`src/rtl/counter_bank_pkg.sv`:
```
// counter_bank_pkg: shared FSM state type, saturate-mode constants and channel-index width helper
package counter_bank_pkg;
  typedef enum logic {IDLE, HOLD} state_t;
  localparam int COUNT_WRAP = 0;
  localparam int COUNT_SAT  = 1;
  function automatic int ch_width(input int n);
    return (n > 1) ? $clog2(n) : 1;
  endfunction
endpackage

```
`src/rtl/counter_cell.sv`:
```
// counter_cell: one WIDTH-bit event counter with sync clear, increment, wrap/saturate and a registered overflow pulse
module counter_cell
  import counter_bank_pkg::*;
#(
  parameter int WIDTH    = 8,
  parameter int SATURATE = COUNT_WRAP
) (
  input  logic             clk_i,
  input  logic             rstn_i,
  input  logic             clr,
  input  logic             inc,
  output logic [WIDTH-1:0] count,
  output logic             wrap
);
  logic at_max;
  assign at_max = &count;
  always_ff @(posedge clk_i or negedge rstn_i) begin
    if (!rstn_i) begin
      count <= '0;
      wrap  <= 1'b0;
    end else begin
      wrap  <= !clr && inc && at_max;
      count <= clr ? '0 : !inc ? count : (at_max && SATURATE == COUNT_SAT) ? count : count + 1'b1;
    end
  end
endmodule

```
`src/rtl/counter_bank.sv`:
```
// counter_bank: CHANNELS event counters with wrap/saturate overflow pulses and a valid/ready snapshot readout
// Ports: clk_i/rstn_i clock and async active-low reset; enable_i gates inc_i; clear_i per-channel clear;
//        rd_valid_i/rd_chan_i/rd_ready_o request side; data_o/data_valid_o/data_ready_i response side;
//        wrap_o per-channel overflow pulse.
// Build option: COUNTER_BANK_CLEAR_ON_READ_EN makes an accepted read also clear the selected channel.
module counter_bank
  import counter_bank_pkg::*;
#(
  parameter  int WIDTH    = 8,
  parameter  int CHANNELS = 4,
  parameter  int SATURATE = COUNT_WRAP,
  localparam int CH_W     = ch_width(CHANNELS)
) (
  input  logic                clk_i,
  input  logic                rstn_i,
  input  logic                enable_i,
  input  logic [CHANNELS-1:0] inc_i,
  input  logic [CHANNELS-1:0] clear_i,
  input  logic                rd_valid_i,
  input  logic [CH_W-1:0]     rd_chan_i,
  output logic                rd_ready_o,
  output logic [WIDTH-1:0]    data_o,
  output logic                data_valid_o,
  input  logic                data_ready_i,
  output logic [CHANNELS-1:0] wrap_o
);
  state_t state_q, state_d;
  logic accept;
  logic [WIDTH-1:0] cnt [CHANNELS];
  logic [WIDTH-1:0] sel;
  logic [CHANNELS-1:0] rd_clr;
  assign accept = state_q == IDLE && rd_valid_i;
  assign rd_ready_o = state_q == IDLE;
  assign data_valid_o = state_q == HOLD;
  // Out-of-range channels match no entry, so they read 0 and clear nothing.
  always_comb begin
    sel = '0;
    rd_clr = '0;
    for (int k = 0; k < CHANNELS; k++) begin
      if (rd_chan_i == CH_W'(k)) sel = cnt[k];
`ifdef COUNTER_BANK_CLEAR_ON_READ_EN
      rd_clr[k] = accept && rd_chan_i == CH_W'(k);
`endif
    end
  end
  genvar g;
  generate
    for (g = 0; g < CHANNELS; g++) begin : g_cell
      counter_cell #(.WIDTH(WIDTH), .SATURATE(SATURATE)) u_cell (
        .clk_i  (clk_i),
        .rstn_i (rstn_i),
        .clr    (clear_i[g] | rd_clr[g]),
        .inc    (enable_i & inc_i[g]),
        .count  (cnt[g]),
        .wrap   (wrap_o[g])
      );
    end
  endgenerate
  always_comb begin
    state_d = state_q;
    if (state_q == IDLE && rd_valid_i) state_d = HOLD;
    if (state_q == HOLD && data_ready_i) state_d = IDLE;
  end
  // Snapshot takes the pre-update count, so a same-cycle increment or clear is not seen.
  always_ff @(posedge clk_i or negedge rstn_i) begin
    if (!rstn_i) begin
      state_q <= IDLE;
      data_o  <= '0;
    end else begin
      state_q <= state_d;
      if (accept) data_o <= sel;
    end
  end
endmodule

```
`config.mk`:
```
export PLATFORM = sky130hd
export DESIGN_NAME = counter_bank
export DESIGN_NICKNAME = d
export VERILOG_FILES = /design/src/rtl/counter_bank_pkg.sv /design/src/rtl/counter_cell.sv /design/src/rtl/counter_bank.sv
export SDC_FILE = /design/constraint.sdc
export NUM_CORES = 1
export LEC_CHECK = 0
export CAP_MARGIN = 10
export CORE_MARGIN = 5
export CORE_UTILIZATION = 55
export DETAILED_ROUTE_END_ITERATION = 8
export PLACE_DENSITY = 0.75
export SYNTH_ARGS = -nofsm -noshare
export SYNTH_HDL_FRONTEND = slang
export SYNTH_SLANG_ARGS = --single-unit
```
`constraint.sdc`:
```
create_clock -name clk_i -period 1.95 [get_ports clk_i]
set_clock_uncertainty 0.2 [all_clocks]
set_input_delay 0.2925 -clock clk_i [delete_from_list [all_inputs] [get_ports clk_i]]
set_output_delay 0.2925 -clock clk_i [all_outputs]
set_load 0.05 [all_outputs]
```
**Word level (Yosys, flattened, before mapping)**

Cells that the tools add are included.

- $add $sub $neg: 4
- Equal/unequal tests: 3
- Mux-type cells: 14
- Bitwise logic cells: 5
- Reductions and logical operators: 24

Operators by type and width:

| operator | count |
|---|---|
| $mux W8 | 12 |
| $add A8 B1 Y8 const B | 4 |
| $reduce_and A8 Y1 | 4 |
| $logic_and A1 B1 Y1 | 10 |
| $reduce_bool A2 Y1 | 5 |
| $and A1 B1 Y1 | 4 |
| $eq A2 B2 Y1 const B | 2 |
| $logic_not A1 Y1 | 4 |
| $eq A2 B1 Y1 const B | 1 |
| $logic_not A2 Y1 | 1 |
| $mux W1 | 2 |
| $not A1 Y1 | 1 |

- Register bits: 45
- Bits of input ports: 15
- Output and inout bits: 14
- Logic and storage cells: 60

**Depth between registers and ports, before layout**

Gate-level depths: netlist of the first run.

- Depth in word-level cells: 5
- Depth in mapped cells: 5
- Depth with buffers taken out: 4

**Modules after synthesis**

Synthesis of the first run repeated with hierarchy kept, for this count alone.

- Cell total of the unflattened synthesis: 195
- Area, all modules: 2,304.7 sq um

Modules (own cells, without submodules):

| module | times used | cells each | area an instance (sq um) | sequential area each (sq um) |
|---|---|---|---|---|
| counter_cell | 4 | 40 | 429.2 | 225.2 |
| counter_bank | 1 | 35 | 588.1 | 225.2 |

**Worst setup path after synthesis of the first run**

No wires, ideal clock.

- Path kind: register to register
- From: reg state_q (netlist: data_valid_o)
- To: reg data_o[0]
- Library setup time: 0.125 ns
- Arrival time: 1.377 ns
- Required time: 1.625 ns
- Path slack: 0.248 ns
- Stages on the path, launching flop included: 4
- Path buffers: 1
- Clock period less this slack: 1.702 ns
- Cell sequence: dfrtp_1 > nor2b_1 > clkbuf_1 > mux2_2

- Longest elaborated chain between the ends: 2

RTL lines:

| what | line | text |
|---|---|---|
| from (decl) | counter_bank.sv:27 | `state_t state_q, state_d;` |
| from (signal assigned) | counter_bank.sv:70 | `state_q <= state_d;` |
| $not A1 Y1 | counter_bank.sv:32 | `assign accept = state_q == IDLE && rd_valid_i;` |
| $logic_and A1 B1 Y1 | counter_bank.sv:32 |  |
| to (signal assigned) | counter_bank.sv:71 | `if (accept) data_o <= sel;` |
| to (decl) | counter_bank.sv:22 | `output logic [WIDTH-1:0] data_o,` |

No other way between the ends.
A chain may end at the register's enable or synchronous reset.

**Worst setup path in the final report of the first run**

- From: in rd_chan_i[0]
- To: reg data_o[6]

- Longest elaborated chain between the ends: 5
- Elaborated cells between the ends (all ways): 8
- Those cells by class: eq/ne (3); mux (4); reduce/logical (1)

RTL lines:

| what | line | text |
|---|---|---|
| from (decl) | counter_bank.sv:20 | `input logic [CH_W-1:0] rd_chan_i,` |
| $logic_not A2 Y1 | counter_bank.sv:40 | `if (rd_chan_i == CH_W'(k)) sel = cnt[k];` |
| $mux W8 (3 in series) | counter_bank.sv:40 |  |
| $mux W8 (*) | counter_bank.sv:40 |  |

Mark *: on every way between the ends. The rest lies on a longest branch, timed or not.

==> results of run 1 <==
==> flip-flops by register name (all words and copies together), names as in the netlist <==
register,flops
data_o,8
g_cell.u_cell.wrap,4
g_cell.u_cell.count,32
data_valid_o,1
==> area by class of cell <==
cell class	count	share of cell area (%)
Timing Repair Buffer	46	14.5
Multi-Input combinational cell	144	37.7
Sequential cell	45	40.4
Inverter	7	0.944
Clock inverter	1	1.08
Clock buffer	7	3.10
Tap cell	50	2.25
==> cells in the mapped netlist (3+ instances only) <==
cell      instances
buf_4             5
buf_1             3
ha_1              4
or3_1            12
or4_1             8
dfrtp_1          45
inv_1             7
o21ai_0          12
nand2_1           9
clkbuf_1          3
mux2_2            8
nand3_1          17
xor2_1            8
nand4_1           5
a21oi_1          24
mux4_2            8
nor4_1            4
nand2_2           4
nor2_1            8
o31ai_1           8
==> power by group <==
group / total, uW / internal (uW) / switching, uW
combinational: 232 / 99.5 / 133
clock: 719 / 418 / 301
sequential: 973 / 951 / 21.4
total: 1920 / 1470 / 455
==> layer usage <==
metal | share of wire [%] | vias up
li1 | - | 858
met1 | 41 | 895
met5 | 0 | -
met2 | 53 | 43
met4 | 1.7 | 0
met3 | 4.5 | 7
==> logic make-up after synthesis <==
kind of cell             count (synthesis)  share of synthesized area [%]
buffers and inverters                   20                           4.50
adder cells (fa/ha/maj)                  4                           2.20
multiplexers                            16                           11.9
AO/OA/AOI/OAI                           45                           10.9
flip-flops                              45                           49.4
XOR/XNOR                                 8                           3.08
AND/OR/NAND/NOR                         71                           18.1
==> path summary, 6_finish.rpt <==
kind / start / endpoint / slack, ps / depth (start not counted)
worst max-delay path: rd_chan_i[0] / data_o[6] / 170 / 4
worst min-delay path: rstn_i / g_cell[0].u_cell.count[2] / 330 / 2
worst max register to register: g_cell[0].u_cell.count[0] / g_cell[0].u_cell.count[6] / 310 / 4
worst min register to register: data_o[7] / data_o[7] / 330 / 1
max in group asynchronous: rstn_i / g_cell[3].u_cell.count[2] / 630 / 3
min in group clk_i: data_o[7] / data_o[7] / 330 / 1
==> worst max-delay path, stage by stage <==
cell	delay (ps)
clkdlybuf4s50_1	520
buf_12	150
mux4_2	510
mux2_2	290
==> per-stage QoR <==
step / util (%) / total power, uW / TNS (ps) / instances
floorplan: - / 1110 / 0 / 209
global placement: 66.4 / 1220 / -706 / 291
detailed placement: 66.4 / 1220 / -1350 / 291
CTS: 69.6 / 1940 / 0 / 300
global route: 69.6 / 2010 / 0 / 300
finish: 69.6 / 1920 / 0 / 300
==> metrics.txt, run 1 <==
Syn-to-layout area delta 22.2%; fmax between 0.5 and 0.6 GHz; measured slew at the worst slew-check pin 579 ps; area occupied by multi-input gates 0.00105 mm2; first-pass GRT wire length between 8000 and 9000 um; largest net degree at the start of global routing 27; flops & latches, synth between 40 and 50; Required @ worst endpoint between 1500 and 2000 ps; H-tree lvl count 2; Yosys top cell by area dfrtp_1; GRT Util Overall roughly 21%; via count approximately 1800; FP Rows 23; Mapped Area between 0.002 and 0.0025 mm2; design area 0.00278 mm2; core area 0.00400 mm2; CTS tree done; vias per cell 6.01; crit start category input port; post-CTS setup buffers 0; CTS Buf Count 5; CTS-repair resized insts 0; drt first pass iters 5; CP Class input port to flop; final-stage net count ~270; power per cell area a little under 700 mW/mm2; final setup margin around 170 ps; Clock Sink Count between 40 and 50; most common cell after layout, fill and taps aside dfrtp_1; syn_nets between 200 and 250; antenna violations before repair 0; outcome finished, final reports clean; Placed Area 0.00266 mm2; n_diodes 0; IO Pins 29; GR peak layer met2; Final Hold Slack ~330 ps; mean routed wirelength per cell ~17 um; asr flop ratio synth between 90% and 100%; DIE AREA 0.00553 mm2; Post-synth EDFFs 0; post-synth cell types 27; Hold/Removal Path Class input port to asynchronous set/reset pin; # DRC 0; Worst-path clk slew 80 ps; Seq/Total Area, Yosys approximately half; Die Wd about 74 um; Setup Viol. Count Final 0; DR iter-0 viols 150; port bufs 28; met2 GRT Util around 36%; Main synth FF type dfrtp_1; Longest Clk Path Bufs 2; WL final around 5100 um; DRT antenna net count 0; Avg Inst Size Synth 10.9 um2; clk_lat worst skew roughly 300 ps; placed wire-length estimate approximately 3900 um; Final Hold Vio Count 0; Fillers 302; LEAKAGE 0.00118 uW; Hold-fix buffers, CTS 1; routability cong. between 0.8 and 0.9; register area between 0.001 and 0.0015 mm2; GR Util met3 under 10%; most frequent cells in the layout dfrtp_1, buf_4, a21oi_1, nand3_1, clkdlybuf4s50_1; initial core utilization ~57%; arrival time at the worst endpoint 1760 ps; Synth Warn # 0; Area contributors post-synth dfrtp_1, mux4_2, a21oi_1; max-slew violation count 0; gr ovfl total 0; met1 global-route usage 24.6%; die extent in y ~74 um; RSZ-0062 raised after global routing no; number of global-route vias before repair 1824; share of layout cells above drive strength 1 about 24%; Worst setup EP type flop; Max Cap Viol 0; pre-CTS setup slack -145 ps; Max-slew headroom approximately three fifths; Max Fanout on Critical Path 8; maximum vdd drop about 0.50 mV; fin crit share between 90% and 100%; Final Critical Period 1780 ps; Synth Instances 209; clock root buffer master clkbuf_8; share of the synthesized area in the top cell type ~50%
No activity file was read; power rests on OpenSTA's default activity.
==> run 2, diff against run 1 <==
--- a/config.mk
+++ b/config.mk
@@ -9,7 +9,9 @@
 export CORE_MARGIN = 5
 export CORE_UTILIZATION = 55
 export DETAILED_ROUTE_END_ITERATION = 8
+export HOLD_SLACK_MARGIN = 0.06
 export PLACE_DENSITY = 0.75
+export SETUP_SLACK_MARGIN = 0.2
 export SYNTH_ARGS = -nofsm -noshare
 export SYNTH_HDL_FRONTEND = slang
 export SYNTH_SLANG_ARGS = --single-unit
==> run 2 against run 1 <==
Sequential share of layout area down 0.41 points; register-to-register slack hardly changed; largest cell class unchanged; sequential cell count stayed put; cell area up 1.0%; via count is 1.8% higher; critical path depth up 1; cell count rose by 0.67%; worst hold slack better by 1.3 ps; routed wire length grew 1.8%; worst setup slack better by 34 ps; count of clock-buffer cells in the layout unchanged; sequential power about the same.
==> metrics.txt, run 2 (synthesis results as in run 1) <==
outcome finished, final reports clean; Worst setup EP type flop; CTS Buf Count 5; crit start category input port; LEAKAGE 0.00119 uW; Clock Sink Count 45; DR iter-0 viols 130; maximum vdd drop 0.493 mV; Setup Viol. Count Final 0; design area about 0.0028 mm2; Hold/Removal Path Class input port to asynchronous set/reset pin; DIE AREA ~0.0055 mm2; placed wire-length estimate 3940 um; max-slew violation count 0; Final Critical Period about 1700 ps; CP Class input port to flop; Largest Register g_cell.u_cell.count; number of global-route vias before repair around 1800; Worst path max stage delay 540 ps; port bufs 28; FP Rows 23; RSZ-0062 raised after global routing no; mean routed wirelength per cell between 15 and 20 um; max reg flops 32; gr ovfl total 0; clock root buffer master clkbuf_8; final-stage net count 270; power per cell area 685 mW/mm2; via count 1836; Register-to-Register Path Depth 4; Regs by FF count g_cell.u_cell.count: 32 flops, data_o: 8 flops, g_cell.u_cell.wrap: 4 flops; Max Fanout on Critical Path 15; Max Cap Viol 0; WL final about 5200 um; clk_lat worst skew ~300 ps; R2R Path Start g_cell[0].u_cell.count[0]; initial core utilization about 57%; Worst-path clk slew 90 ps; n_diodes 0; antenna violations before repair 0; routability cong. 0.841; IO Pins 29; Max-slew headroom approximately three fifths; core area approximately 0.004 mm2; most frequent cells in the layout dfrtp_1, buf_4, a21oi_1, nand3_1; # DRC 0; arrival time at the worst endpoint approximately 1800 ps; Final Hold Vio Count 0; drt first pass iters 4; largest net degree at the start of global routing 27; Longest Clk Path Bufs 2; CTS tree done; crit path cell chain clkdlybuf4s50_1 > buf_12 > nand2_2 > or4_1 > a21oi_2; R2R setup slack between 300 and 400 ps; H-tree lvl count 2; fmax ~0.57 GHz; GRT Util Overall between 20% and 30%; Die Wd about 74 um; Required @ worst endpoint about 2000 ps; die extent in y between 70 and 80 um; first-pass GRT wire length 8540 um; fin crit share 89.6%; reg-to-reg endpoint g_cell[0].u_cell.count[6]; vias per cell 6.08; CP max-delay cell or4_1; measured slew at the worst slew-check pin between 500 and 600 ps; DRT antenna net count 0; Syn-to-layout area delta 23.4%; Util after Layout between 70% and 80%; Placed Area approximately 0.0027 mm2; most common cell after layout, fill and taps aside dfrtp_1; share of layout cells above drive strength 1 a little over a quarter
-- run 2: changes by cell type in the layout (fill, tap and decap cells not counted), sizes merged --
cell,change
clkdlybuf4s50,-1
dlygate4sd2,+1
buf,+2
-- run 2: power breakdown --
part | internal [uW] | switching, uW
combinational | 101 | 134
sequential | 951 | 21.4
clock | 418 | 300
-- run 2: area by class of cell --
class,count,area [um2]
flip-flops and latches,45,1130
fillers,301,1190
clock inverters,1,30.0
repair buffers,48,417
multi-input cells,144,1060
inverters,7,26.3
clock buffers,7,86.3
well taps,50,62.6
-- run 2: what timing repair did --
| action | in CTS | in global routing |
|---|---|---|
| resized for setup | 1 | 4 |
| hold buffers | 1 | 0 |
| buffers inserted | 0 | 2 |
| setup endpoints to repair | 1 | 4 |
| endpoints found under the hold margin | 24 | 0 |
| pin swaps | 0 | 0 |
-- run 2: worst max path at each step --
| stage | startpoint | to | slack [ps] |
|---|---|---|---|
| 2_1_floorplan | data_valid_o | data_o[0] | 250 |
| 3_3_place_gp | rd_chan_i[0] | data_o[6] | -70 |
| 5_1_grt | enable_i | g_cell[1].u_cell.count[7] | 170 |
| 4_1_cts | enable_i | g_cell[1].u_cell.count[5] | 230 |
| 3_5_place_dp | rd_chan_i[0] | data_o[6] | -140 |
| 6_report | enable_i | g_cell[1].u_cell.count[7] | 200 |
-- run 2: per-stage QoR --
| stage | setup slack (ps) | hold slack [ps] | instances | setup TNS, ps | power, uW |
|---|---|---|---|---|---|
| after floorplan | 248 | -203 | 209 | 0 | 1110 |
| after global placement | -71.6 | 119 | 291 | -706 | 1220 |
| after detailed placement | -145 | 121 | 291 | -1350 | 1220 |
| after CTS | 230 | 327 | 300 | 0 | 1940 |
| after global routing | 169 | 353 | 302 | 0 | 2010 |
| final | 204 | 328 | 302 | 0 | 1930 |
-- run 2: metal layers --
layer | GRT usage (%) | share of wire (%) | vias to the layer above
li1 | - | - | 863
met3 | 4.73 | 4.7 | 7
met2 | 35.7 | 53 | 51
met1 | 24.6 | 41 | 915
met4 | 8.89 | 1.7 | 0
met5 | 0 | 0 | -
-- run 2: critical path, delay by kind of cell --
family	cells	cell delay, ps
buf+inv	2	660
compound gates	1	160
simple gates	2	640
==> run 3, diff against run 2 <==
--- a/config.mk
+++ b/config.mk
@@ -11,6 +11,7 @@
 export DETAILED_ROUTE_END_ITERATION = 8
 export HOLD_SLACK_MARGIN = 0.06
 export PLACE_DENSITY = 0.75
+export RECOVER_POWER = 50
 export SETUP_SLACK_MARGIN = 0.2
 export SYNTH_ARGS = -nofsm -noshare
 export SYNTH_HDL_FRONTEND = slang
==> run 3 against run 2 <==
Worst hold slack hardly changed; routed wire length hardly changed; critical path depth stayed put; first-iteration DRC count is 2.3% lower; sequential power hardly changed; core utilization is 1.6 points lower; largest cell class unchanged.
==> metrics.txt, run 3 (synthesis results as in run 1) <==
outcome finished, final reports clean; Worst-path clk slew around 80 ps; GRT Util Overall about a fifth; max reg flops 32; CP max-delay cell or4_1; dpl cells between 200 and 300; vias per cell 6.05; Clock Sink Count 45; largest net degree at the start of global routing 27; Worst path max stage delay around 560 ps; Die Wd 74.4 um; fin crit share 92.0%; final-stage net count between 200 and 300; FP Rows 23; clock root buffer master clkbuf_8; drt first pass iters 5; Worst setup EP type flop; Placed Area roughly 0.0027 mm2; IO Pins 29; Final Hold Vio Count 0; Max-slew headroom between 50% and 60%; DRT antenna net count 0; Largest Register g_cell.u_cell.count; Longest Clk Path Bufs 2; design area approximately 0.0027 mm2; initial core utilization 57.0%; H-tree lvl count 2; fmax 0.558 GHz; Max Cap Viol 0; power per cell area ~700 mW/mm2; via count ~1800; CP Class input port to flop; total negative slack 0 ps; core area 0.00400 mm2; RSZ-0062 raised after global routing no; first-pass GRT wire length 8540 um; die extent in y 74.4 um; CTS Buf Count 5; Hold/Removal Path Class flop to flop; CP top delay family simple AND/OR/NAND/NOR gates; Max Fanout on Critical Path 15; arrival time at the worst endpoint 1810 ps; port bufs 28; gr ovfl total 0; crit path cell chain clkdlybuf4s50_1 > buf_12 > nand2_1 > or4_1 > a21oi_2; number of global-route vias before repair 1824; # DRC 0; Final Non-Filler Cells 302; Syn-to-layout area delta 20.6%; WL final 5190 um; Hold Path Origin data_o[7]; Setup Viol. Count Final 0; routability cong. around 0.84; Buf+Inv Stages, Crit Path 2; antenna violations before repair 0; n_diodes 0; Final Critical Period 1790 ps; max-slew violation count 0; CTS tree done; clk_lat worst skew roughly 300 ps; maximum vdd drop 0.492 mV; LEAKAGE between 0.001 and 0.0015 uW; most frequent cells in the layout dfrtp_1, a21oi_1, nand3_1, clkbuf_1, buf_4; R2R Path Start g_cell[0].u_cell.count[0]; measured slew at the worst slew-check pin roughly 650 ps; Required @ worst endpoint slightly below 2000 ps; placed wire-length estimate around 3900 um; most common cell after layout, fill and taps aside dfrtp_1; crit start category input port; share of layout cells above drive strength 1 19.4%; Regs by FF count g_cell.u_cell.count: 32 flops, data_o: 8 flops, g_cell.u_cell.wrap: 4 flops; DR iter-0 viols 127; DIE AREA around 0.0055 mm2; Final Hold Slack about 330 ps; Critical Path Source enable_i; mean routed wirelength per cell between 15 and 20 um
run 3: metal layers:
layer  track usage, %  vias to the layer above  share of wire, %
li1                 -                      861                 -
met2             35.7                       52                52
met3             4.73                        8               5.3
met1             24.6                      907                41
met4             8.89                        0               1.8
met5                0                        -                 0
run 3: timing repair:
| action | 4_1_cts | 5_1_grt |
|---|---|---|
| setup buffers | 0 | 2 |
| setup endpoints to repair | 1 | 4 |
| hold buffers | 1 | 0 |
| hold endpoints to repair | 24 | 0 |
| gates resized for setup | 1 | 4 |
run 3: worst paths after layout:
kind	slack, ps	endpoint	depth (start not counted)
max	160	g_cell[1].u_cell.count[7]	5
min	330	data_o[7]	1
max reg2reg	320	g_cell[0].u_cell.count[6]	4
min reg2reg	330	data_o[7]	1
max in group asynchronous	360	g_cell[1].u_cell.count[1]	3
min in group asynchronous	350	g_cell[2].u_cell.wrap	2
run 3: area by class of cell:
class / instances / area [um2]
multi-input cells: 144 / 1060
clock inverters: 1 / 30.0
fillers: 317 / 1250
flip-flops and latches: 45 / 1130
clock buffers: 7 / 86.3
repair buffers: 48 / 360
inverters: 7 / 26.3
well taps: 50 / 62.6
run 3: where the power goes:
group | switching, uW | total, uW | leakage, uW | internal, uW
clock network | 302 | 720 | 0.0000585 | 418
logic | 133 | 223 | 0.000444 | 90.2
registers | 21.0 | 972 | 0.000623 | 951
total | 456 | 1920 | 0.00113 | 1460
run 3: per-stage QoR:
step | util (%) | total power [uW] | setup slack, ps
5_1_grt | 68.7 | 2000 | 103
3_5_place_dp | 66.4 | 1220 | -145
2_1_floorplan | - | 1110 | 248
3_3_place_gp | 66.4 | 1220 | -71.6
4_1_cts | 69.6 | 1940 | 230
6_report | 68.7 | 1920 | 157
run 3: worst reg2reg max path, cell delays in order (launching register included):
cell and delay [ps]:
dfrtp_1 450, ha_1 220, nand4_2 160, or3_1 390, a21oi_1 140
